[config.mk]
export PLATFORM = sky130hd
export DESIGN_NAME = decode_sequencer
export DESIGN_NICKNAME = d
export VERILOG_FILES = /design/src/rtl/decode_sequencer.sv
export SDC_FILE = /design/constraint.sdc
export NUM_CORES = 1
export LEC_CHECK = 0
export CAP_MARGIN = 20
export CELL_PAD_IN_SITES_DETAIL_PLACEMENT = 1
export CELL_PAD_IN_SITES_GLOBAL_PLACEMENT = 1
export CORE_AREA = 8 8 69 115
export CTS_BUF_LIST = sky130_fd_sc_hd__clkbuf_8 sky130_fd_sc_hd__clkbuf_16
export CTS_CLUSTER_SIZE = 24
export DETAILED_ROUTE_END_ITERATION = 10
export DIE_AREA = 0 0 77 123
export PLACE_DENSITY_LB_ADDON = 0.1
export SLEW_MARGIN = 20
export SYNTH_ARGS = -nofsm -noshare
export SYNTH_HDL_FRONTEND = slang
export SYNTH_SLANG_ARGS = --single-unit
[constraint.sdc]
create_clock -name clk -period 4.1 [get_ports clk]
set_input_delay 0.82 -clock clk [delete_from_list [all_inputs] [get_ports clk]]
set_output_delay 0.82 -clock clk [all_outputs]
set_load 0.01 [all_outputs]
[src/rtl/decode_sequencer.sv]
// decode_sequencer: runs a program as a series of decoder blocks, then drains the executer.
// Defining SEQ_WATCHDOG_EN adds a WAIT_DEC timeout (WDOG_CYCLES) that raises a sticky error.
`ifndef MEM_ADDR_WIDTH
`define MEM_ADDR_WIDTH 16
`endif

module decode_sequencer #(
  parameter logic [`MEM_ADDR_WIDTH-1:0] START_ADDR  = '0,
  parameter int unsigned                WDOG_CYCLES = 1024
) (
  input  logic                       clk,
  input  logic                       reset,
  input  logic                       start,
  input  logic [`MEM_ADDR_WIDTH-1:0] start_addr,
  input  logic                       start_addr_vld,
  input  logic                       halt,
  output logic                       dec_do_it,
  output logic [`MEM_ADDR_WIDTH-1:0] dec_addr,
  input  logic                       dec_done,
  input  logic                       dec_stop,
  input  logic [`MEM_ADDR_WIDTH-1:0] dec_addr_out,
  output logic                       exec_do_it,
  output logic                       exec_stop,
  input  logic                       exec_done,
  output logic                       busy,
  output logic                       finished,
  output logic                       error,
  output logic [15:0]                block_cnt
);
  typedef enum logic [2:0] {IDLE, ISSUE, WAIT_DEC, GAP, DRAIN, DONE} state_t;

  state_t                     state_q;
  logic                       dec_done_q;
  logic                       dec_do_it_q;
  logic                       exec_do_it_q;
  logic                       exec_stop_q;
  logic                       busy_q;
  logic                       finished_q;
  logic [`MEM_ADDR_WIDTH-1:0] dec_addr_q;
  logic [15:0]                block_cnt_q;
  logic                       dec_done_rise;

  // A done level held over several cycles must count as a single block.
  assign dec_done_rise = dec_done & ~dec_done_q;

`ifdef SEQ_WATCHDOG_EN
  localparam int unsigned WDOG_W = (WDOG_CYCLES > 1) ? $clog2(WDOG_CYCLES) : 1;
  logic [WDOG_W-1:0] wdog_q;
  logic              error_q;
  logic              wdog_expired;

  assign wdog_expired = (32'(wdog_q) >= WDOG_CYCLES - 1);
  assign error        = error_q;
`else
  assign error = (WDOG_CYCLES == 0) & 1'b0;
`endif

  always_ff @(posedge clk or negedge reset) begin
    if (!reset) begin
      state_q      <= IDLE;
      dec_done_q   <= 1'b0;
      dec_do_it_q  <= 1'b0;
      exec_do_it_q <= 1'b0;
      exec_stop_q  <= 1'b0;
      busy_q       <= 1'b0;
      finished_q   <= 1'b0;
      dec_addr_q   <= START_ADDR;
      block_cnt_q  <= '0;
`ifdef SEQ_WATCHDOG_EN
      wdog_q       <= '0;
      error_q      <= 1'b0;
`endif
    end else begin
      dec_done_q <= dec_done;
      finished_q <= 1'b0;
      case (state_q)
        IDLE: begin
          if (start) begin
            state_q      <= ISSUE;
            dec_addr_q   <= start_addr_vld ? start_addr : START_ADDR;
            block_cnt_q  <= '0;
            dec_do_it_q  <= 1'b1;
            exec_do_it_q <= 1'b1;
            exec_stop_q  <= 1'b0;
            busy_q       <= 1'b1;
`ifdef SEQ_WATCHDOG_EN
            error_q      <= 1'b0;
`endif
          end
        end
        ISSUE: begin
          state_q <= WAIT_DEC;
`ifdef SEQ_WATCHDOG_EN
          wdog_q  <= '0;
`endif
        end
        WAIT_DEC: begin
          if (dec_done_rise) begin
            dec_addr_q  <= dec_addr_out;
            block_cnt_q <= block_cnt_q + 16'd1;
            dec_do_it_q <= 1'b0;
            if (dec_stop || halt) begin
              state_q     <= DRAIN;
              exec_stop_q <= halt;
            end else begin
              state_q <= GAP;
            end
          end
`ifdef SEQ_WATCHDOG_EN
          else if (wdog_expired) begin
            state_q     <= DRAIN;
            dec_do_it_q <= 1'b0;
            exec_stop_q <= 1'b1;
            error_q     <= 1'b1;
          end else begin
            wdog_q <= wdog_q + 1'b1;
          end
`endif
        end
        GAP: begin
          if (halt) begin
            state_q     <= DRAIN;
            exec_stop_q <= 1'b1;
          end else begin
            state_q     <= ISSUE;
            dec_do_it_q <= 1'b1;
          end
        end
        DRAIN: begin
          if (exec_done) begin
            state_q      <= DONE;
            finished_q   <= 1'b1;
            exec_do_it_q <= 1'b0;
            exec_stop_q  <= 1'b0;
          end
        end
        DONE: begin
          state_q <= IDLE;
          busy_q  <= 1'b0;
        end
        default: state_q <= IDLE;
      endcase
    end
  end

  assign dec_do_it  = dec_do_it_q;
  assign dec_addr   = dec_addr_q;
  assign exec_do_it = exec_do_it_q;
  assign exec_stop  = exec_stop_q;
  assign busy       = busy_q;
  assign finished   = finished_q;
  assign block_cnt  = block_cnt_q;

endmodule

## Word-level counts from Yosys, hierarchy flattened

Cells that the tools add are included.

- Bits of input ports: 40
- Output and inout port bits: 38
- Register bits after elaboration: 41
- Logic and storage cells: 63

- Eq/ne operators: 11
- Add/subtract/negate cells: 1
- Mux-type cells: 27
- Reductions and logical operators: 13
- Bitwise logic cells: 2

Operators with widths:

| kind | count |
|---|---|
| $mux 16 | 5 |
| $pmux 16 s2 | 2 |
| $add 16x1->16 const B | 1 |
| $mux 3 | 5 |
| $pmux 3 s5 | 1 |
| $ne 2x2->1 const B | 6 |
| $mux 1 | 10 |
| $reduce_and 3->1 | 3 |
| $eq 3x2->1 const B | 2 |
| $eq 3x3->1 const B | 2 |
| $reduce_and 6->1 | 1 |
| $reduce_bool 2->1 | 3 |
| $pmux 1 s2 | 2 |
| $pmux 1 s4 | 1 |
| $reduce_and 4->1 | 1 |
| $reduce_bool 4->1 | 1 |
| $eq 3x1->1 const B | 1 |
| $logic_not 3->1 | 1 |
| $pmux 1 s3 | 1 |
| $reduce_bool 3->1 | 1 |
| $reduce_and 2->1 | 1 |
| $and 1x1->1 | 1 |
| $logic_or 1x1->1 | 1 |
| $not 1->1 | 1 |

## Logic depth before layout (Yosys ltp)

Gate-level depths: netlist of the first run.

- Depth after elaboration: 4
- Mapped depth: 7
- Depth with buffers taken out: 5

## Least setup slack after synthesis of the first run

Ideal clock, no wire load.

- Path kind: input to register
- Start: input start
- End: register block_cnt_q[14] (netlist: block_cnt[14])
- Path buffers: 1
- Arrival time: 1.936 ns
- Slack: 2.086 ns
- Stages on the path: 5
- Library setup time: 0.078 ns
- Required time: 4.022 ns
- Path through: nand2b_1 > clkbuf_1 > a211o_1 > or4_1 > a21oi_1

- Cells in the longest elaborated chain, start to end: 2

Ends and longest elaborated chain:

| item | RTL line | RTL |
|---|---|---|
| from (decl) | 13 | `input logic start,` |
| $ne 2x2->1 (no source line) | - |  |
| $reduce_and 3->1 (no source line) | - |  |
| to (signal assigned) | 100 | `block_cnt_q <= block_cnt_q + 16'd1;` |
| to (decl) | 40 | `logic [15:0] block_cnt_q;` |

Every way passes these cells.
A chain may end at the register's enable or synchronous reset.

## Worst setup path after layout of the first run

- Start: input start
- End: register dec_addr_q[7] (netlist: dec_addr[7])

- Cells in the longest elaborated chain, start to end: 2

Ends and longest elaborated chain:

| item | RTL line | RTL |
|---|---|---|
| $ne 2x2->1 (no source line) | - |  |
| $reduce_and 3->1 (no source line) | - |  |
| to (signal assigned) | 80 | `dec_addr_q <= start_addr_vld ? start_addr : START_ADDR;` |
| to (signal assigned) | 99 | `dec_addr_q <= dec_addr_out;` |
| to (decl) | 39 | `` logic [`MEM_ADDR_WIDTH-1:0] dec_addr_q; `` |

Every way passes these cells.

==> results of run 1 <==
## final cells by class
class | count | area (um^2) | share of cell area
flip-flops and latches | 41 | 1026 | 0.3366
multi-input cells | 169 | 960.9 | 0.3153
repair buffers | 77 | 763.2 | 0.2504
clock buffers | 6 | 138.9 | 0.04557
well taps | 82 | 102.6 | 0.03366
clock inverters | 2 | 33.78 | 0.01108
inverters | 6 | 22.52 | 0.007389
## path summary, 6_finish.rpt
kind,endpoint,slack [ps],startpoint,cells after the start
max,dec_addr[7],1630,start,6
min,block_cnt[15],550,block_cnt[15],2
max reg2reg,dec_addr[7],2030,state_q[0],5
min reg2reg,block_cnt[15],550,block_cnt[15],2
max in group asynchronous,block_cnt[4],2810,reset,1
min in group asynchronous,exec_do_it,680,reset,1
## sequential cells by signal (all words and copies together), names as in the netlist
register and flops:
state_q 3, finished 1, exec_stop 1, exec_do_it 1, block_cnt 16, dec_done_q 1
dec_do_it 1, dec_addr 16, busy 1
## kinds of logic (layout without fill, tap and decap cells)
family          after synthesis  after routing  share of synthesized area
simple gates                108            108                     0.2606
compound gates               52             52                     0.1610
flops                        41             41                     0.4946
buf+inv                      22             91                    0.04523
xor+xnor                      5              5                    0.02111
mux                           2              2                   0.009651
fa+ha+maj                     1              1                   0.006030
other cells                   1              1                   0.001808
## metrics by stage
| step | cell area, um^2 | utilization | cells |
|---|---|---|---|
| after global routing | 3048 | 0.4732 | 383 |
| after detailed placement | 2873 | 0.4460 | 375 |
| after CTS | 3045 | 0.4728 | 383 |
| after floorplan | 2074 | - | 232 |
| final | 3048 | 0.4732 | 383 |
| after global placement | 2873 | 0.4460 | 375 |
## power by group through the flow
stage | clock network [mW] | logic [mW] | registers, mW
2_1_floorplan | 0 | 0.371 | 0.656
3_3_place_gp | 0 | 0.737 | 0.644
3_5_place_dp | 0 | 0.751 | 0.646
4_1_cts | 0.472 | 0.753 | 0.640
5_1_grt | 0.481 | 0.824 | 0.659
6_report | 0.455 | 0.732 | 0.639
## critical path, stage by stage
cell	delay, ps
clkdlybuf4s50_1	490
nand2b_1	190
a21oi_2	630
buf_4	330
nor2_1	60
a31oi_1	140
## synthesized netlist by cell type (3+ instances only)
master    instances  share of area
nand3_1          21          0.051
or4_1             4          0.014
clkbuf_1          9          0.016
o31ai_1           5          0.018
nand2b_1          8          0.024
a211o_1           3          0.013
or3_1             3         0.0090
o21ai_0           8          0.019
nor2b_1           5          0.015
nand2_1          23          0.042
inv_1             6          0.011
nand4_1           4          0.012
a21oi_1          10          0.024
xnor2_1           3          0.013
buf_2             3         0.0072
nor2_1           29          0.052
dfrtp_1          41           0.49
a31oi_1          17          0.051
## routing by layer
layer,global-route usage,vias to the layer above,wire [um]
li1,-,963,-
met4,0.05107,0,99
met1,0.1334,935,2302
met3,0.06041,6,500
met5,0,-,0
met2,0.2531,53,3263
==> results.sh, run 1 <==
export IMPL_status="finished, final reports clean"
export IMPL_place_ws_ps=1314
export IMPL_period_share=0.6018
export IMPL_ys_types=40
export IMPL_remaining_drc_errors=0
export IMPL_synth_edf_count=0
export IMPL_slew_viol_final=0
export IMPL_crit_path_end_kind="flip-flop"
export IMPL_skew_ps=5.183
export IMPL_cap_violations=0
export IMPL_p_clk_frac=0.249
export IMPL_clock_path_buffers=2
export IMPL_hold_viol_final=0
export IMPL_start_util=0.3221
export IMPL_async_flop_share=1.000
export IMPL_fin_crit_ps=2468
export IMPL_setup_tns_final_ps=0
export IMPL_worstMarginPinSlew_ps=966.3
export IMPL_net_switching_power_mw=0.6276
export IMPL_antenna_found_initial=0
export IMPL_htreeDepth=2
export IMPL_drtIter0Drc=50
export IMPL_required_ps=4300
export IMPL_final_cell_mix="clkdlybuf4s50_1 (75), dfrtp_1 (41), nor2_1 (28), nand2_1 (23), nand3_1 (21)"
export IMPL_power_frac_seq=0.350
export IMPL_port_buffers=76
export IMPL_place_gp_congestion=0.7758
export IMPL_synth_seq_cells=41
export IMPL_ant_nets=0
export IMPL_cts_made_buffers=5
export IMPL_synth_nets=273
export IMPL_p_int_mw=1.199
export IMPL_avgSynthCellArea_um2=8.942
export IMPL_place_hpwl_um=4813
export IMPL_cp_start_kind="input port"
export IMPL_power_density_nw_per_um2=599.2
export IMPL_slew_headroom=0.3558
export IMPL_synth_area_um2=2074
export IMPL_grt_usage=0.1379
export IMPL_rsz0062_at_grt="false"
export IMPL_fp_row_count=39
export IMPL_drt_total_wl_um=6166
export IMPL_p_leak_nw=1.200
export IMPL_num_vias=1957
export IMPL_post_cts_buffers=0
export IMPL_fin_ws_ps=1632
export IMPL_grt_max_degree=42
export IMPL_max_freq_ghz=0.4053
export IMPL_hold_class="reg -> reg"
export IMPL_crit_path_max_fanout=18
export IMPL_die_y_um=123
export IMPL_syn_inst=232
export IMPL_core_area_um2=6441
export IMPL_irDropWorstVdd_mv=0.2668
export IMPL_wl_per_cell_um=16.10
export IMPL_grt_pass1_wl_um=10660
export IMPL_first_global_vias=2178
export IMPL_p_sw_frac=0.3437
export IMPL_synth_ff_type="dfrtp_1"
export IMPL_areaGrowthSynthToFinish_pct=46.92
export IMPL_cts_resized=0
export IMPL_arrival_ps=2670
export IMPL_via_per_inst=5.110
export IMPL_fin_nets=341
export IMPL_ys_warn_count=0
export IMPL_cts_hold_buf=0
export IMPL_diodes=0
export IMPL_root_buffer="clkbuf_16"
export IMPL_seq_area_frac_synth=0.4946
export IMPL_clk_pin_slew_ps=60
export IMPL_whs_ps=549.3
export IMPL_finalSetupViolations=0
export IMPL_layout_commonest_cell="clkdlybuf4s50_1"
export IMPL_cts_tree="built"
export IMPL_power_mw=1.826
export IMPL_num_io_pins=78
export IMPL_fp_dieW_um=77
export IMPL_fillCellCount=763
export IMPL_drt_pass1_iter_count=4
export IMPL_dieArea_um2=9471
export IMPL_power_frac_comb=0.401
export IMPL_grt_overflow=0
export IMPL_cts_sinks=41
export IMPL_layout_drive_gt1_share=0.04319
export IMPL_insertion_delay_ps=280
export IMPL_critical_path_class="in -> reg"
Power figures use the tool's default switching activity.
==> run 2, diff against run 1 <==
Settings changed: CORE_AREA 8 8 69 115 to 8 8 73 123, DIE_AREA 0 0 77 123 to 0 0 81 131.
Clock period 4.1 ns to 2.16 ns, I/O delays scaled along.
==> results.sh, run 2 (synthesis gave the netlist of run 1 again) <==
export IMPL_num_io_pins=78
export IMPL_final_cell_mix="clkdlybuf4s50_1 (75), dfrtp_1 (41), nor2_1 (29), nand2_1 (23), nand3_1 (21)"
export IMPL_place_gp_congestion=0.7739
export IMPL_areaGrowthSynthToFinish_pct=52.17
export IMPL_grt_max_degree=42
export IMPL_hold_class="in -> async"
export IMPL_clk_pin_slew_ps=60
export IMPL_cts_sinks=41
export IMPL_core_area_um2=7357
export IMPL_cp_start_kind="input port"
export IMPL_fp_row_count=42
export IMPL_cap_violations=0
export IMPL_max_freq_ghz=0.5022
export IMPL_finalSetupViolations=0
export IMPL_grt_usage=0.1380
export IMPL_drt_total_wl_um=6701
export IMPL_via_per_inst=4.975
export IMPL_num_vias=2020
export IMPL_status="finished, final reports clean"
export IMPL_final_core_util=0.4291
export IMPL_crit_path_end_kind="flip-flop"
export IMPL_skew_ps=4.265
export IMPL_hold_viol_final=0
export IMPL_dieArea_um2=10610
export IMPL_p_leak_nw=1.276
export IMPL_cts_made_buffers=5
export IMPL_worstMarginPinSlew_ps=649.8
export IMPL_first_global_vias=2249
export IMPL_place_hpwl_um=5183
export IMPL_ant_nets=0
export IMPL_diodes=0
export IMPL_clock_path_buffers=2
export IMPL_remaining_drc_errors=0
export IMPL_slew_viol_final=0
export IMPL_irDropWorstVdd_mv=0.4703
export IMPL_required_ps=2370
export IMPL_htreeDepth=2
export IMPL_grt_overflow=0
export IMPL_worstRegToRegCells=5
export IMPL_rsz0062_at_grt="false"
export IMPL_fin_crit_ps=1991
export IMPL_setup_tns_final_ps=0
export IMPL_antenna_found_initial=0
export IMPL_insertion_delay_ps=290
export IMPL_layout_commonest_cell="clkdlybuf4s50_1"
export IMPL_grt_pass1_wl_um=11150
export IMPL_cts_hold_buf=0
export IMPL_cts_resized=0
export IMPL_period_share=0.9218
export IMPL_crit_path_max_fanout=8
export IMPL_wl_per_cell_um=16.50
export IMPL_arrival_ps=2210
export IMPL_port_buffers=76
export IMPL_layout_drive_gt1_share=0.08491
export IMPL_post_cts_buffers=0
export IMPL_drtIter0Drc=153
export IMPL_critical_path_class="in -> reg"
export IMPL_slew_headroom=0.5634
export IMPL_drt_pass1_iter_count=4
export IMPL_root_buffer="clkbuf_16"
export IMPL_fp_dieW_um=81
export IMPL_power_density_nw_per_um2=1092
export IMPL_start_util=0.2820
export IMPL_cts_tree="built"
export IMPL_fin_nets=358
export IMPL_die_y_um=131
-- run 2: path summary, 6_finish.rpt --
check | start | to | slack, ps
worst max register to register | block_cnt[0] | block_cnt[14] | 280
max in group asynchronous | reset | dec_addr[11] | 1570
worst max-delay path | dec_done | block_cnt[7] | 170
worst min-delay path | reset | exec_do_it | 210
worst min register to register | exec_do_it | exec_do_it | 530
min in group clk | exec_do_it | exec_do_it | 530
-- run 2: metal layers --
metal  vias to the layer above  GRT usage  wire [um]
li1                        993          -          -
met1                       965     0.1277       2311
met2                        53     0.2538       3727
met3                         9    0.05616        530
met4                         0    0.06032        132
met5                         -          0          0
-- run 2: cell type report --
type | count | area, um^2
clock inverters | 3 | 11.26
multi-input cells | 169 | 958.4
well taps | 88 | 110.1
fillers | 889 | 4200
flip-flops and latches | 41 | 1026
inverters | 6 | 22.52
clock buffers | 5 | 125.1
repair buffers | 94 | 903.4
-- run 2: power breakdown --
group          internal [mW]  leakage, nW  total, mW  switching [mW]
logic                  0.803        0.686       1.57           0.770
clock network          0.416       0.0776      0.717           0.301
registers               1.01        0.513       1.16           0.153
total                   2.22         1.28       3.45            1.22
-- run 2: per-stage QoR --
stage                     hold slack, ps  instance area (um^2)  instances  worst slack [ps]  power [mW]
after floorplan                    136.4                  2074        232             415.0       1.950
after global placement             523.7                  3020        398            -73.51       2.765
after detailed placement           538.0                  3020        398            -129.6       2.791
after CTS                          241.6                  3157        406             161.8       3.523
after global routing               267.7                  3157        406             72.77       3.727
final                              208.3                  3157        406             168.9       3.448
-- run 2: critical path: stages --
cell and delay [ps]:
clkdlybuf4s50_1 530, nand3b_2 130, a211o_1 420, buf_4 200
or3_1 340, a21oi_1 150
